$ cat config.mk
export PLATFORM = sky130hd
export DESIGN_NAME = bus_arbiter
export DESIGN_NICKNAME = d
export VERILOG_FILES = /design/src/rtl/bus_arb_pkg.sv /design/src/rtl/bus_arb_timeout.sv /design/src/rtl/bus_arbiter.sv
export SDC_FILE = /design/constraint.sdc
export NUM_CORES = 1
export LEC_CHECK = 0
export BUFFER_PORTS_ARGS = -buffer_cell sky130_fd_sc_hd__buf_2
export CORE_AREA = 2 2 133 135
export CTS_CLUSTER_DIAMETER = 80
export DETAILED_ROUTE_END_ITERATION = 10
export DIE_AREA = 0 0 135 137
export HOLD_SLACK_MARGIN = 0.05
export PLACE_DENSITY = 0.54
export SLEW_MARGIN = 30
export SYNTH_ARGS = -nofsm -noshare
export SYNTH_HDL_FRONTEND = slang
export SYNTH_HIERARCHICAL = 1
export SYNTH_SLANG_ARGS = --single-unit
$ cat constraint.sdc
create_clock -name clk -period 1.3 [get_ports clk]
set_input_delay 0.065 -clock clk [delete_from_list [all_inputs] [get_ports clk]]
set_output_delay 0.065 -clock clk [all_outputs]
set_load 0.05 [all_outputs]
$ cat src/rtl/bus_arb_pkg.sv
// rtl/bus_arb_pkg.sv - shared widths, arbitration modes and grant FSM states for bus_arbiter
package bus_arb_pkg;

  localparam int unsigned ADDR_W = 32;
  localparam int unsigned DATA_W = 32;
  localparam int unsigned STRB_W = 4;

  localparam int unsigned ARB_RR    = 0;
  localparam int unsigned ARB_FIXED = 1;

  localparam logic [DATA_W-1:0] TIMEOUT_RDATA_DEF = 32'hDEAD_BEEF;

  typedef enum logic [1:0] {
    IDLE = 2'd0,
    OWN0 = 2'd1,
    OWN1 = 2'd2
  } arb_state_e;

endpackage

$ cat src/rtl/bus_arb_timeout.sv
// rtl/bus_arb_timeout.sv - stall counter that flags the cycle a granted transfer has waited MAX_CYCLES
module bus_arb_timeout #(
  parameter int unsigned MAX_CYCLES = 255
) (
  input  logic clk,
  input  logic reset_n,
  input  logic clr_i,
  input  logic en_i,
  output logic expire_o
);

  localparam int unsigned CNT_W = (MAX_CYCLES > 1) ? $clog2(MAX_CYCLES) : 1;
  localparam logic [CNT_W-1:0] LAST = CNT_W'(MAX_CYCLES - 1);

  logic [CNT_W-1:0] cnt_q, cnt_d;

  always_comb begin
    cnt_d = cnt_q;
    if (clr_i) begin
      cnt_d = '0;
    end else if (en_i && (cnt_q != LAST)) begin
      cnt_d = cnt_q + 1'b1;
    end
  end

  always_ff @(posedge clk) begin
    if (!reset_n) begin
      cnt_q <= '0;
    end else begin
      cnt_q <= cnt_d;
    end
  end

  // Expiry lands on the stalled cycle that brings the wait count up to MAX_CYCLES.
  assign expire_o = en_i && (cnt_q == LAST);

endmodule

$ cat src/rtl/bus_arbiter.sv
// rtl/bus_arbiter.sv - two-master valid/ready bus arbiter, RR or fixed priority; BUS_ARB_TIMEOUT_EN adds the watchdog
module bus_arbiter
  import bus_arb_pkg::*;
#(
  parameter int unsigned       ARB_MODE       = ARB_RR,
  parameter int unsigned       TIMEOUT_CYCLES = 255,
  parameter logic [DATA_W-1:0] TIMEOUT_RDATA  = TIMEOUT_RDATA_DEF
) (
  input  logic              clk,
  input  logic              reset_n,
  input  logic              m0_valid,
  input  logic [ADDR_W-1:0] m0_addr,
  input  logic [DATA_W-1:0] m0_wdata,
  input  logic [STRB_W-1:0] m0_wstrb,
  output logic              m0_ready,
  output logic [DATA_W-1:0] m0_rdata,
  input  logic              m1_valid,
  input  logic [ADDR_W-1:0] m1_addr,
  input  logic [DATA_W-1:0] m1_wdata,
  input  logic [STRB_W-1:0] m1_wstrb,
  output logic              m1_ready,
  output logic [DATA_W-1:0] m1_rdata,
  output logic              s_valid,
  output logic [ADDR_W-1:0] s_addr,
  output logic [DATA_W-1:0] s_wdata,
  output logic [STRB_W-1:0] s_wstrb,
  input  logic              s_ready,
  input  logic [DATA_W-1:0] s_rdata,
  output logic [1:0]        grant,
  output logic              bus_err,
  output logic [ADDR_W-1:0] err_addr
);

  arb_state_e state_q, state_d;
  logic       last_q, last_d;

  logic              owning, sel1, own_valid, own_rdy, tmo_expire;
  logic [ADDR_W-1:0] own_addr;
  logic [DATA_W-1:0] own_wdata, own_rdata;
  logic [STRB_W-1:0] own_wstrb;

  assign owning    = (state_q == OWN0) || (state_q == OWN1);
  assign sel1      = (state_q == OWN1);
  assign own_valid = sel1 ? m1_valid : m0_valid;
  assign own_addr  = sel1 ? m1_addr  : m0_addr;
  assign own_wdata = sel1 ? m1_wdata : m0_wdata;
  assign own_wstrb = sel1 ? m1_wstrb : m0_wstrb;
  assign grant     = {state_q == OWN1, state_q == OWN0};

  always_ff @(posedge clk) begin
    if (!reset_n) begin
      state_q <= IDLE;
      last_q  <= 1'b1;
    end else begin
      state_q <= state_d;
      last_q  <= last_d;
    end
  end

  // last_q remembers the master served most recently; a dropped request leaves it alone.
  always_comb begin
    state_d = state_q;
    last_d  = last_q;
    case (state_q)
      IDLE: begin
        if (m0_valid && m1_valid) begin
          state_d = ((ARB_MODE == ARB_FIXED) || last_q) ? OWN0 : OWN1;
        end else if (m0_valid) begin
          state_d = OWN0;
        end else if (m1_valid) begin
          state_d = OWN1;
        end
      end
      OWN0, OWN1: begin
        if (!own_valid) begin
          state_d = IDLE;
        end else if (s_ready || tmo_expire) begin
          state_d = IDLE;
          last_d  = sel1;
        end
      end
      default: state_d = IDLE;
    endcase
  end

  always_comb begin
    s_valid   = 1'b0;
    s_addr    = '0;
    s_wdata   = '0;
    s_wstrb   = '0;
    m0_ready  = 1'b0;
    m0_rdata  = '0;
    m1_ready  = 1'b0;
    m1_rdata  = '0;
    own_rdy   = 1'b0;
    own_rdata = '0;
    if (owning) begin
      s_valid   = own_valid && !tmo_expire;
      s_addr    = own_addr;
      s_wdata   = own_wdata;
      s_wstrb   = own_wstrb;
      own_rdy   = own_valid && (s_ready || tmo_expire);
      own_rdata = tmo_expire ? TIMEOUT_RDATA : s_rdata;
      if (sel1) begin
        m1_ready = own_rdy;
        m1_rdata = own_rdata;
      end else begin
        m0_ready = own_rdy;
        m0_rdata = own_rdata;
      end
    end
  end

`ifdef BUS_ARB_TIMEOUT_EN
  logic              bus_err_q;
  logic [ADDR_W-1:0] err_addr_q;

  bus_arb_timeout #(
    .MAX_CYCLES(TIMEOUT_CYCLES)
  ) u_timeout (
    .clk      (clk),
    .reset_n  (reset_n),
    .clr_i    (!owning),
    .en_i     (owning && own_valid && !s_ready),
    .expire_o (tmo_expire)
  );

  always_ff @(posedge clk) begin
    if (!reset_n) begin
      bus_err_q  <= 1'b0;
      err_addr_q <= '0;
    end else begin
      bus_err_q <= tmo_expire;
      if (tmo_expire) begin
        err_addr_q <= own_addr;
      end
    end
  end

  assign bus_err  = bus_err_q;
  assign err_addr = err_addr_q;
`else
  logic unused_timeout_cfg;
  assign unused_timeout_cfg = ^TIMEOUT_CYCLES;
  assign tmo_expire         = 1'b0;
  assign bus_err            = 1'b0;
  assign err_addr           = '0;
`endif

endmodule

==> flow_metrics.tcl <==
set metrics [dict create \
    status "complete, but fails checks" \
    failed_checks "negative setup slack" \
    antenna_found_initial 0 \
    routed_wl_um 12300 \
    grt_pass1_vias 3130 \
    start_util_pct 12.5 \
    grt_pass1_wl_um 16500 \
    htree_levels 1 \
    p_comb_share_pct 91.5 \
    period_share_pct 134 \
    ys_ff_latch 3 \
    dieArea_um2 18500 \
    tns_ps -48100 \
    syn_area_per_cell_um2 7.52 \
    p_sw_share_pct 51.4 \
    crit_type "flop to primary output" \
    clk_pin_slew_worst_paths_ps 30 \
    ys.flop_type "dfxtp_1" \
    max_cap_violations 0 \
    clockRootBuffer "clkbuf_16" \
    drive_above_1_share_pct 90.4 \
    ctsHoldBuffers 0 \
    cts_tree "done" \
    critPathRequiredTime_ps 1240 \
    dr.pass1.iters 4 \
    p_sw_uw 3780 \
    cp_max_fo 7 \
    grt_max_degree 33 \
    seqPwrFrac_pct 1.6 \
    io_buffers 309 \
    hpwl_um 9370 \
    area_growth_pct 198 \
    ant_nets 0 \
    finalClockSkew_ps 0.915 \
    synth_most_common_cell "mux2i_1" \
    routedWlPerCell_um 14.6 \
    clockPowerShare_pct 6.9 \
    ys_types 24 \
    dpl_worst_slack_ps -273 \
    worst_hold_path_type "primary input to flop" \
    row_count 48 \
    first_iter_violations 38 \
    fin_hold_ws_ps 65.7 \
    cts_max_path_buffers 2 \
    rsz0062_at_grt "true" \
    power_uw 7340 \
    synth_top_area_share_pct 32.8 \
    synth_common_cells "70 x mux2i_1, 68 x nor2b_1, 63 x and2_1" \
    postSynthCellCount 284 \
    final_nets 795 \
    cts_made_buffers 3 \
    start_kind "flop" \
    slew_viol_final 0 \
    intPower_uw 3560 \
    ys_seq_area_share_pct 2.81 \
    cts_num_sinks 3 \
    powerDensity_nw_per_um2 1150 \
    post_dp_cell_area_um2 4720 \
    timing.critical_path.from "state_q[0]" \
    netlist_area_um2 2130 \
    setup_slack_ps -443 \
    cp.arrival_ps 1680 \
    clk_latency_ps 230 \
    yosysTopAreaCell "mux2i_1" \
    core_area_um2 17100 \
    ir_drop_mv 0.544 \
    routabilityCongestion 0.759 \
    yosysWarningCount 6 \
    overflow 0 \
    async_flop_share_pct 0 \
    vias 3125 \
    end_kind "primary output" \
    boundaryPins 343 \
    drcViolationCount 0 \
    ys_top_cells_by_area "mux2i_1 33%, nor2b_1 20%, and2_1 18%" \
    insertedDiodeCount 0 \
    design_area_um2 6360 \
    vias_per_cell 3.71 \
    hold_start "reset_n" \
    max_freq_mhz 574 \
    fp.dieW_um 135 \
    layout_min_cycle_time_ps 1740 \
    gr-usage-all-layers_pct 11.6 \
    rr_startpoint "state_q[1]" \
    hold_viol_final 0 \
    setup_viol 139 \
    die_height_um 137 \
    synth-edff-count 0 \
    p_leak_uw 0.00295 \
]
==> routing by layer <==
layer	part of all wire, %	up-vias	GRT usage, %
met3	7.4	10	1.26
met4	1.2	0	2.14
met1	35	1377	12.5
met2	56	216	24.0
met5	0	-	0
li1	-	1522	-
==> stage by stage <==
| stage | std cells | utilization, % |
|---|---|---|
| 3_3_place_gp | 827 | 27.7 |
| 3_5_place_dp | 827 | 27.7 |
| 5_1_grt | 842 | 37.3 |
| 4_1_cts | 839 | 36.3 |
| 6_report | 842 | 37.3 |
| 2_1_floorplan | 316 | - |
==> cell families (layout without fill, tap and decap cells) <==
kind of cell | Yosys count | after routing | share of synthesized area, %
AO/OA/AOI/OAI | 4 | 4 | 1.64
multiplexers | 71 | 71 | 33.5
adder cells (fa/ha/maj) | 4 | 4 | 2.34
flip-flops | 3 | 3 | 2.81
other | 1 | 33 | 0.176
AND/OR/NAND/NOR | 142 | 142 | 41.6
buffers and inverters | 59 | 360 | 17.9
==> layout make-up <==
class,instances,area (um2)
clock buffer,4,78.8
fill,1636,10700
inverter,3,16.3
multi-input combinational,254,2760
sequential,3,65.1
tap,225,282
timing repair buffer,353,3150
==> cells in the final DEF, fill, tap and decap left out <==
master	count
nor2b_2	34
ha_1	1
buf_12	21
buf_6	91
inv_4	2
inv_1	1
nand2b_1	1
nor2b_4	34
clkbuf_16	5
nor2_1	1
and2_2	22
a21o_1	1
buf_4	38
and4b_2	1
dfxtp_2	1
buf_8	22
buf_16	4
mux2i_4	26
buf_2	172
nand2_1	3
clkbuf_1	1
o21ai_1	1
mux2i_2	31
bufbuf_16	2
clkbuf_4	1
conb_1	33
and3_4	1
ha_2	1
a31oi_1	1
mux2_4	1
mux2i_1	13
and2_4	43
ha_4	2
dfxtp_1	1
dfxtp_4	1
a32oi_2	1
nand4_1	1
and2b_2	1
==> power by group through the flow <==
stage	combinational (uW)	clock, uW	sequential, uW
2_1_floorplan	3950	0	116
3_3_place_gp	5240	0	116
3_5_place_dp	5250	0	117
4_1_cts	6550	516	119
5_1_grt	6970	522	120
6_report	6720	504	119
==> registers in the layout, indices dropped and copies added (netlist names) <==
signal	cells
last_q	1
state_q	2
==> path summary, 6_finish.rpt <==
path | endpoint | slack [ps] | depth (start not counted)
setup / recovery | s_addr[1] | -440 | 8
hold / removal | last_q | 70 | 2
setup reg to reg | state_q[1] | -310 | 6
hold reg to reg | last_q | 500 | 2
==> critical path, stage by stage, from the launching register on <==
cell     delay (ps)
dfxtp_2         340
inv_4            50
ha_4            180
buf_12          150
buf_12          140
buf_6           110
mux2i_2         140
nor2b_2         160
buf_12          150
==> timing repair <==
item | in CTS | in global routing
endpoints found under the setup margin | 140 | 139
pin swaps | 1 | 0
setup buffers | 3 | 1
gates cloned | 6 | 2
resized for setup | 330 | 30
No activity file was read; power rests on OpenSTA's default activity.
